==> src/rtl/rx_frame_ctrl_pkg.sv <==
// Shared types and constants for the receive-side frame sequencer.
package rx_frame_ctrl_pkg;

  // One-hot sequencer states.
  typedef enum logic [5:0] {
    StIdle     = 6'b000001,
    StHdr      = 6'b000010,
    StBody     = 6'b000100,
    StCrc      = 6'b001000,
    StDrop     = 6'b010000,
    StDoneWait = 6'b100000
  } rx_state_e;

  localparam logic [7:0] CdBroadcast = 8'hff;
  localparam logic [8:0] CdHdrLen    = 9'd3;
  localparam logic [8:0] CdCrcLen    = 9'd2;

  // Byte index of the final CRC byte for a given payload length.
  function automatic logic [8:0] crc_last_idx(input logic [7:0] len);
    return CdHdrLen + {1'b0, len} + CdCrcLen - 9'd1;
  endfunction

endpackage

==> src/rtl/rx_frame_ctrl_if.sv <==
// Deserializer byte stream plus rx buffer write port.
interface rx_frame_ctrl_if #(
  parameter int unsigned BUF_AW = 8
) ();

  logic [7:0]        data;
  logic              data_clk;
  logic [15:0]       crc_data;
  logic              bus_idle;
  logic              force_wait_idle;
  logic              wr_en;
  logic [BUF_AW-1:0] wr_addr;
  logic [7:0]        wr_data;

  // Deserializer / buffer side.
  modport master (
    output data, data_clk, crc_data, bus_idle,
    input  force_wait_idle, wr_en, wr_addr, wr_data
  );

  // Frame controller side.
  modport slave (
    input  data, data_clk, crc_data, bus_idle,
    output force_wait_idle, wr_en, wr_addr, wr_data
  );

endinterface

==> src/rtl/rx_frame_ctrl_sat_cnt8.sv <==
// 8-bit saturating event counter; clear beats a simultaneous increment.
module rx_frame_ctrl_sat_cnt8 (
  input  logic       clk,
  input  logic       reset_n,
  input  logic       inc_i,
  input  logic       clr_i,
  output logic [7:0] cnt_o
);

  logic [7:0] cnt_q, cnt_d;

  // Next count: clear, saturating increment, or hold.
  always_comb begin
    cnt_d = cnt_q;
    if (clr_i) begin
      cnt_d = 8'h00;
    end else if (inc_i && (cnt_q != 8'hff)) begin
      cnt_d = cnt_q + 8'd1;
    end
  end

  // Count register.
  always_ff @(posedge clk or negedge reset_n) begin
    if (!reset_n) begin
      cnt_q <= 8'h00;
    end else begin
      cnt_q <= cnt_d;
    end
  end

  assign cnt_o = cnt_q;

endmodule

==> src/rtl/rx_frame_ctrl.sv <==
// Receive frame sequencer: header parse, address filter, buffer write, CRC residue check.
module rx_frame_ctrl
  import rx_frame_ctrl_pkg::*;
#(
  parameter int unsigned BUF_AW  = 8,
  parameter int unsigned MAX_LEN = 253
) (
  input  logic           clk,
  input  logic           reset_n,
  input  logic [7:0]     filter,
  input  logic           promisc,
  input  logic           buf_free,
  input  logic           abort,
  input  logic           cnt_clr,
  rx_frame_ctrl_if.slave bus,
  output logic           rx_done,
  output logic [7:0]     rx_len,
  output logic           crc_err,
  output logic           brk_err,
  output logic [7:0]     cnt_crc_err,
  output logic [7:0]     cnt_lost
);

  localparam logic [8:0] MaxLen = 9'(MAX_LEN);

  rx_state_e         state_q, state_d;
  logic [8:0]        byte_cnt_q, byte_cnt_d;
  logic [7:0]        len_q, len_d;
  logic              wr_en_q, wr_en_d;
  logic [BUF_AW-1:0] wr_addr_q, wr_addr_d;
  logic [7:0]        wr_data_q, wr_data_d;
  logic              fwi_q, fwi_d;
  logic              rx_done_q, rx_done_d;
  logic [7:0]        rx_len_q, rx_len_d;
  logic              crc_err_q, crc_err_d;
  logic              brk_err_q, brk_err_d;
  logic              lost_inc, crc_inc;

  logic dst_miss, len_bad, body_last, crc_last;

  assign dst_miss  = (bus.data != filter) && (bus.data != CdBroadcast) && !promisc;
  assign len_bad   = {1'b0, bus.data} > MaxLen;
  assign body_last = byte_cnt_q == (CdHdrLen + {1'b0, len_q} - 9'd1);
  assign crc_last  = byte_cnt_q == crc_last_idx(len_q);

  // Next-state and registered-output logic; priority abort > data_clk > bus_idle.
  always_comb begin
    state_d    = state_q;
    byte_cnt_d = byte_cnt_q;
    len_d      = len_q;
    wr_en_d    = 1'b0;
    wr_addr_d  = wr_addr_q;
    wr_data_d  = wr_data_q;
    fwi_d      = 1'b0;
    rx_done_d  = 1'b0;
    rx_len_d   = rx_len_q;
    crc_err_d  = 1'b0;
    brk_err_d  = 1'b0;
    lost_inc   = 1'b0;
    crc_inc    = 1'b0;

    unique case (state_q)
      StIdle: begin
        if (bus.data_clk) begin
          if (buf_free) begin
            wr_en_d    = 1'b1;
            wr_addr_d  = '0;
            wr_data_d  = bus.data;
            byte_cnt_d = 9'd1;
            state_d    = StHdr;
          end else begin
            lost_inc = 1'b1;
            fwi_d    = 1'b1;
            state_d  = StDrop;
          end
        end
      end

      StHdr, StBody, StCrc: begin
        if (abort) begin
          fwi_d   = 1'b1;
          state_d = StDrop;
        end else if (bus.data_clk) begin
          byte_cnt_d = byte_cnt_q + 9'd1;
          // CRC bytes are checked via the residue only, never stored.
          if (state_q != StCrc) begin
            wr_en_d   = 1'b1;
            wr_addr_d = byte_cnt_q[BUF_AW-1:0];
            wr_data_d = bus.data;
          end
          if (state_q == StHdr) begin
            if (byte_cnt_q == 9'd1) begin
              if (dst_miss) begin
                fwi_d   = 1'b1;
                state_d = StDrop;
              end
            end else if (len_bad) begin
              lost_inc = 1'b1;
              fwi_d    = 1'b1;
              state_d  = StDrop;
            end else begin
              len_d   = bus.data;
              state_d = (bus.data == 8'd0) ? StCrc : StBody;
            end
          end else if (state_q == StBody) begin
            if (body_last) begin
              state_d = StCrc;
            end
          end else if (crc_last) begin
            if (bus.crc_data == 16'h0000) begin
              rx_done_d = 1'b1;
              rx_len_d  = len_q;
            end else begin
              crc_err_d = 1'b1;
              crc_inc   = 1'b1;
            end
            state_d = StDoneWait;
          end
        end else if (bus.bus_idle) begin
          brk_err_d = 1'b1;
          state_d   = StIdle;
        end
      end

      StDrop, StDoneWait: begin
        if (bus.bus_idle) begin
          state_d = StIdle;
        end
      end

      default: state_d = StIdle;
    endcase
  end

  // Sequencer state and registered outputs.
  always_ff @(posedge clk or negedge reset_n) begin
    if (!reset_n) begin
      state_q    <= StIdle;
      byte_cnt_q <= '0;
      len_q      <= '0;
      wr_en_q    <= 1'b0;
      wr_addr_q  <= '0;
      wr_data_q  <= '0;
      fwi_q      <= 1'b0;
      rx_done_q  <= 1'b0;
      rx_len_q   <= '0;
      crc_err_q  <= 1'b0;
      brk_err_q  <= 1'b0;
    end else begin
      state_q    <= state_d;
      byte_cnt_q <= byte_cnt_d;
      len_q      <= len_d;
      wr_en_q    <= wr_en_d;
      wr_addr_q  <= wr_addr_d;
      wr_data_q  <= wr_data_d;
      fwi_q      <= fwi_d;
      rx_done_q  <= rx_done_d;
      rx_len_q   <= rx_len_d;
      crc_err_q  <= crc_err_d;
      brk_err_q  <= brk_err_d;
    end
  end

  rx_frame_ctrl_sat_cnt8 u_cnt_crc_err (
    .clk     (clk),
    .reset_n (reset_n),
    .inc_i   (crc_inc),
    .clr_i   (cnt_clr),
    .cnt_o   (cnt_crc_err)
  );

  rx_frame_ctrl_sat_cnt8 u_cnt_lost (
    .clk     (clk),
    .reset_n (reset_n),
    .inc_i   (lost_inc),
    .clr_i   (cnt_clr),
    .cnt_o   (cnt_lost)
  );

  assign bus.wr_en           = wr_en_q;
  assign bus.wr_addr         = wr_addr_q;
  assign bus.wr_data         = wr_data_q;
  assign bus.force_wait_idle = fwi_q;
  assign rx_done             = rx_done_q;
  assign rx_len              = rx_len_q;
  assign crc_err             = crc_err_q;
  assign brk_err             = brk_err_q;

endmodule
==> src/flat_wrapper.sv <==
// flat-port wrapper written by rule: the top's interface ports become plain ports
module rx_frame_ctrl_flat import rx_frame_ctrl_pkg::*;
#(
  parameter int unsigned BUF_AW  = 8,
  parameter int unsigned MAX_LEN = 253
)
  (clk, reset_n, filter, promisc, buf_free, abort, cnt_clr, rx_done, rx_len, crc_err, brk_err, cnt_crc_err, cnt_lost, bus_data, bus_data_clk, bus_crc_data, bus_bus_idle, bus_force_wait_idle, bus_wr_en, bus_wr_addr, bus_wr_data);
  rx_frame_ctrl_if #(.BUF_AW(BUF_AW)) bus_i ();
  input  logic clk;
  input  logic reset_n;
  input  logic [7:0] filter;
  input  logic promisc;
  input  logic buf_free;
  input  logic abort;
  input  logic cnt_clr;
  output logic rx_done;
  output logic [7:0] rx_len;
  output logic crc_err;
  output logic brk_err;
  output logic [7:0] cnt_crc_err;
  output logic [7:0] cnt_lost;
  input wire logic [$bits(bus_i.data)-1:0] bus_data;
  input wire logic [$bits(bus_i.data_clk)-1:0] bus_data_clk;
  input wire logic [$bits(bus_i.crc_data)-1:0] bus_crc_data;
  input wire logic [$bits(bus_i.bus_idle)-1:0] bus_bus_idle;
  output wire logic [$bits(bus_i.force_wait_idle)-1:0] bus_force_wait_idle;
  output wire logic [$bits(bus_i.wr_en)-1:0] bus_wr_en;
  output wire logic [$bits(bus_i.wr_addr)-1:0] bus_wr_addr;
  output wire logic [$bits(bus_i.wr_data)-1:0] bus_wr_data;
  assign bus_i.data = bus_data;
  assign bus_i.data_clk = bus_data_clk;
  assign bus_i.crc_data = bus_crc_data;
  assign bus_i.bus_idle = bus_bus_idle;
  assign bus_force_wait_idle = bus_i.force_wait_idle;
  assign bus_wr_en = bus_i.wr_en;
  assign bus_wr_addr = bus_i.wr_addr;
  assign bus_wr_data = bus_i.wr_data;
  rx_frame_ctrl #(.BUF_AW(BUF_AW), .MAX_LEN(MAX_LEN)) u_core (.clk(clk), .reset_n(reset_n), .filter(filter), .promisc(promisc), .buf_free(buf_free), .abort(abort), .cnt_clr(cnt_clr), .bus(bus_i), .rx_done(rx_done), .rx_len(rx_len), .crc_err(crc_err), .brk_err(brk_err), .cnt_crc_err(cnt_crc_err), .cnt_lost(cnt_lost));
endmodule
==> config.mk <==
export PLATFORM = sky130hd
export DESIGN_NAME = rx_frame_ctrl_flat
export DESIGN_NICKNAME = d
export VERILOG_FILES = /design/src/rtl/rx_frame_ctrl_pkg.sv /design/src/rtl/rx_frame_ctrl_if.sv /design/src/rtl/rx_frame_ctrl_sat_cnt8.sv /design/src/rtl/rx_frame_ctrl.sv /design/src/flat_wrapper.sv
export SDC_FILE = /design/constraint.sdc
export NUM_CORES = 1
export LEC_CHECK = 0
export ABC_AREA = 0
export BUFFER_PORTS_ARGS = -buffer_cell sky130_fd_sc_hd__buf_2
export CORE_MARGIN = 2
export CORE_UTILIZATION = 50
export CTS_CLUSTER_SIZE = 20
export DETAILED_ROUTE_END_ITERATION = 10
export GPL_TIMING_DRIVEN = 0
export MAX_ROUTING_LAYER = met4
export PLACE_DENSITY = 0.74
export RECOVER_POWER = 50
export SLEW_MARGIN = 15
export SYNTH_ARGS = -nofsm -noshare
export SYNTH_HDL_FRONTEND = slang
export SYNTH_SLANG_ARGS = --single-unit
==> constraint.sdc <==
create_clock -name clk -period 3.89 [get_ports clk]
set_input_delay 0.389 -clock clk [delete_from_list [all_inputs] [get_ports clk]]
set_output_delay 0.389 -clock clk [all_outputs]
set_load 0.01 [all_outputs]
==> results.sh <==
export IMPL_clk_latency_ns=0.34
export IMPL_die_height_um=96.0
export IMPL_reg2reg_slack_ns=0.12
export IMPL_synth_nets=509
export IMPL_setup_worst_path_end="u_core.state_q[0]"
export IMPL_reg2reg_to="u_core.state_q[0]"
export IMPL_area_growth_pct=16.8
export IMPL_firstDrtPassIters=5
export IMPL_drt_total_wl_mm=10.4
export IMPL_crit_top_cell="or4_4"
export IMPL_async_flop_share=1.00
export IMPL_clockBufferDepth=2
export IMPL_start_kind="register"
export IMPL_ys_seq_elements=68
export IMPL_yosysSeqAreaShare=0.402
export IMPL_cts_setup_buffers=0
export IMPL_endpoint_kind="register"
export IMPL_max_slew_margin_rel=-0.00835
export IMPL_crit_start="u_core.len_q[1]"
export IMPL_fp_row_count=33
export IMPL_fillers=735
export IMPL_tightest_slew_ns=1.51
export IMPL_crit_required_ns=4.16
export IMPL_yosysTopAreaCell="dfrtp_1"
export IMPL_min_delay_path_class="input port to register"
export IMPL_drt_antenna_violating_nets=0
export IMPL_tns_ns=0
export IMPL_htree_levels=3
export IMPL_fmax_mhz=266
export IMPL_cts_tree="built"
export IMPL_clock_skew_ns=0.0122
export IMPL_grt_ovfl_total=0
export IMPL_violations="max-capacitance violations, max-slew violations"
export IMPL_routabilityCongestion=0.897
export IMPL_synth_area_leaders="dfrtp_1, nand2_1, xor2_1"
export IMPL_drive_gt1_frac=0.196
export IMPL_slowest_delay_ns=0.54
export IMPL_hpwl_mm=7.78
export IMPL_peakVddDrop_v=0.000218
export IMPL_path_buf_inv=3
export IMPL_yosys_warnings=0
export IMPL_status="finished, violations left"
export IMPL_crit_family="simple AND/OR/NAND/NOR gates"
export IMPL_drc=0
export IMPL_crit_slowest_cell="or4_4"
export IMPL_r2r_cells=12
export IMPL_p_leak_uw=0.00225
export IMPL_path_class="register to register"
export IMPL_rsz0062_at_grt="false"
export IMPL_synth_edff_count=0
export IMPL_hold_violations=0
export IMPL_regToRegStartpoint="u_core.len_q[1]"
export IMPL_core_um2=8220
export IMPL_cellPowerDensity_nw_per_um2=542
export IMPL_crit_cells=12
export IMPL_route_vias_total=3824
export IMPL_syn_inst=463
export IMPL_syn_area_um2=4240
export IMPL_diodes=0
export IMPL_cts_buffers=9
export IMPL_dieWidth_um=96.0
export IMPL_hold_slack_ns=0.322
export IMPL_cts_sinks=68
export IMPL_grt_pass1_wl_mm=16.7
export IMPL_initial_core_util=0.515
export IMPL_final_nets=601
export IMPL_grt_total_usage=0.242
export IMPL_synth_cell_type_count=72
export IMPL_report_final_slew_viol_count=63
export IMPL_fin_crit_sh=0.968
export IMPL_routed_via_density=5.75
export IMPL_first_iter_violations=155
export IMPL_numPortBuffers=82
export IMPL_cts_root_buffer="clkbuf_8"
export IMPL_synth_flop_cell="dfrtp_1"
export IMPL_final_min_clock_period_ns=3.77
export IMPL_avgSynthCellArea_um2=9.15
export IMPL_grt_pass1_vias=3589
export IMPL_drv_cap=1
export IMPL_ios=85
export IMPL_arrival_ns=4.03
export IMPL_die_area_um2=9220
export IMPL_finalSetupViolCount=0
export IMPL_clkTransAtPathRegs_ns=0.07
export IMPL_crit_chain="clkbuf_2, inv_1, ha_1, buf_4, or4b_4, or4_4, a21oi_2, o21bai_2, a2111oi_4, nor2_2, or4_4, o32a_1"
export IMPL_synth_top_area_frac=0.396
export IMPL_antenna_found_initial=0
export IMPL_grt_max_degree=63
export IMPL_wire_per_inst_um=15.7
export IMPL_path_max_fanout=10
## cells in the final DEF (no fill, tap or decap), types with 4 or more instances in the layout
| cell type | n |
|---|---|
| and2_1 | 4 |
| buf_2 | 61 |
| clkbuf_1 | 40 |
| xor2_1 | 24 |
| o31ai_1 | 8 |
| and3_1 | 6 |
| ha_1 | 6 |
| nor4_1 | 15 |
| nor2_1 | 40 |
| nand4_1 | 12 |
| nor3_1 | 9 |
| nand2b_1 | 7 |
| mux2_2 | 16 |
| inv_1 | 13 |
| clkbuf_8 | 10 |
| a31oi_1 | 5 |
| o21ai_0 | 20 |
| xnor2_1 | 15 |
| or3_1 | 9 |
| or4_1 | 5 |
| a21oi_1 | 13 |
| nand3_1 | 10 |
| nand2_1 | 59 |
| a211oi_1 | 4 |
| dfrtp_1 | 67 |
## worst min-delay path by stage
stage                             to                   from  slack [ns]  depth (start not counted)
5_1_grt        u_core.bus.wr_data[0]            bus_data[0]        0.32                          3
3_3_place_gp   u_core.bus.wr_data[2]  u_core.bus.wr_data[2]        0.45                          2
3_5_place_dp        u_core.rx_len[2]                reset_n        0.22                          1
4_1_cts        u_core.bus.wr_data[0]            bus_data[0]        0.31                          3
2_1_floorplan         u_core.brk_err                reset_n        0.09                          0
6_report              u_core.brk_err           bus_bus_idle        0.32                          2
## repair_timing
item	CTS	global route
gates resized for setup	2	3
pin swaps	0	0
endpoints found under the hold margin	6	0
hold buffers	1	0
setup endpoints to repair	9	14
## per-layer routing
metal,track usage,vias up,part of all wire
met5,-,-,0
met4,0.102,0,0.022
met3,0.0454,20,0.054
met2,0.380,119,0.48
met1,0.308,1833,0.45
li1,-,1852,-
## power by group
part | total [uW] | leakage (uW) | internal [uW] | switching (uW)
clock | 498 | 0.0000872 | 246 | 252
sequential | 936 | 0.000920 | 827 | 109
combinational | 1250 | 0.00125 | 509 | 737
total | 2680 | 0.00225 | 1580 | 1100
## state kept, by name, summed over array words and instances, names as in the netlist
name	flops
u_core.rx_done	1
u_core.len_q	8
u_core.byte_cnt_q	9
u_core.bus.wr_en	1
u_core.bus.wr_addr	8
u_core.u_cnt_lost.cnt_o	8
u_core.rx_len	8
u_core.state_q	6
u_core.brk_err	1
u_core.u_cnt_crc_err.cnt_o	8
u_core.crc_err	1
u_core.bus.force_wait_idle	1
u_core.bus.wr_data	8
## cells in the mapped netlist (3+ instances only)
| master | number |
|---|---|
| nand3_1 | 10 |
| and3_1 | 6 |
| nand3b_1 | 3 |
| nor3_1 | 9 |
| nor4_1 | 15 |
| inv_1 | 13 |
| xnor2_1 | 17 |
| xnor3_1 | 3 |
| nand2_1 | 59 |
| a211oi_1 | 4 |
| nor4b_1 | 3 |
| a21oi_1 | 13 |
| a31oi_1 | 5 |
| ha_1 | 6 |
| clkbuf_1 | 18 |
| nand4_1 | 12 |
| o21bai_1 | 3 |
| xor2_1 | 24 |
| or4_1 | 5 |
| nor2_1 | 40 |
| nor2b_1 | 3 |
| o21ai_0 | 20 |
| or3_1 | 9 |
| o31ai_1 | 8 |
| a32oi_1 | 3 |
| nand2b_1 | 7 |
| a31o_2 | 3 |
| mux2i_1 | 3 |
| mux2_2 | 16 |
| dfrtp_1 | 67 |
| and2_1 | 4 |
## cell type report
| type | instances | area, um2 | share of cell area |
|---|---|---|---|
| Multi-Input combinational cell | 357 | 2400 | 0.486 |
| Clock inverter | 3 | 15.0 | 0.00304 |
| Timing Repair Buffer | 84 | 397 | 0.0802 |
| Sequential cell | 68 | 1700 | 0.344 |
| Tap cell | 105 | 131 | 0.0266 |
| Inverter | 14 | 52.6 | 0.0106 |
| Buffer | 21 | 93.8 | 0.0190 |
| Clock buffer | 13 | 149 | 0.0301 |
## per-stage QoR
stage	power (uW)	setup slack [ns]	area, um2	util	std cells
5_1_grt	2860	0.0167	4940	0.602	665
3_5_place_dp	2180	-0.0784	4810	0.585	651
2_1_floorplan	1850	0.400	4240	-	463
4_1_cts	2690	0.148	4990	0.607	668
6_report	2680	0.124	4940	0.602	665
3_3_place_gp	2140	0.0160	4780	0.581	650
## logic make-up after synthesis
group / share of synthesized area
adders and majority gates: 0.0177
xor gates and xnor gates: 0.101
buffers and inverters: 0.0369
AOI/OAI and AO/OA: 0.146
and+or+nand+nor: 0.247
DFF: 0.402
muxes: 0.0496
Power figures use the tool's default switching activity.
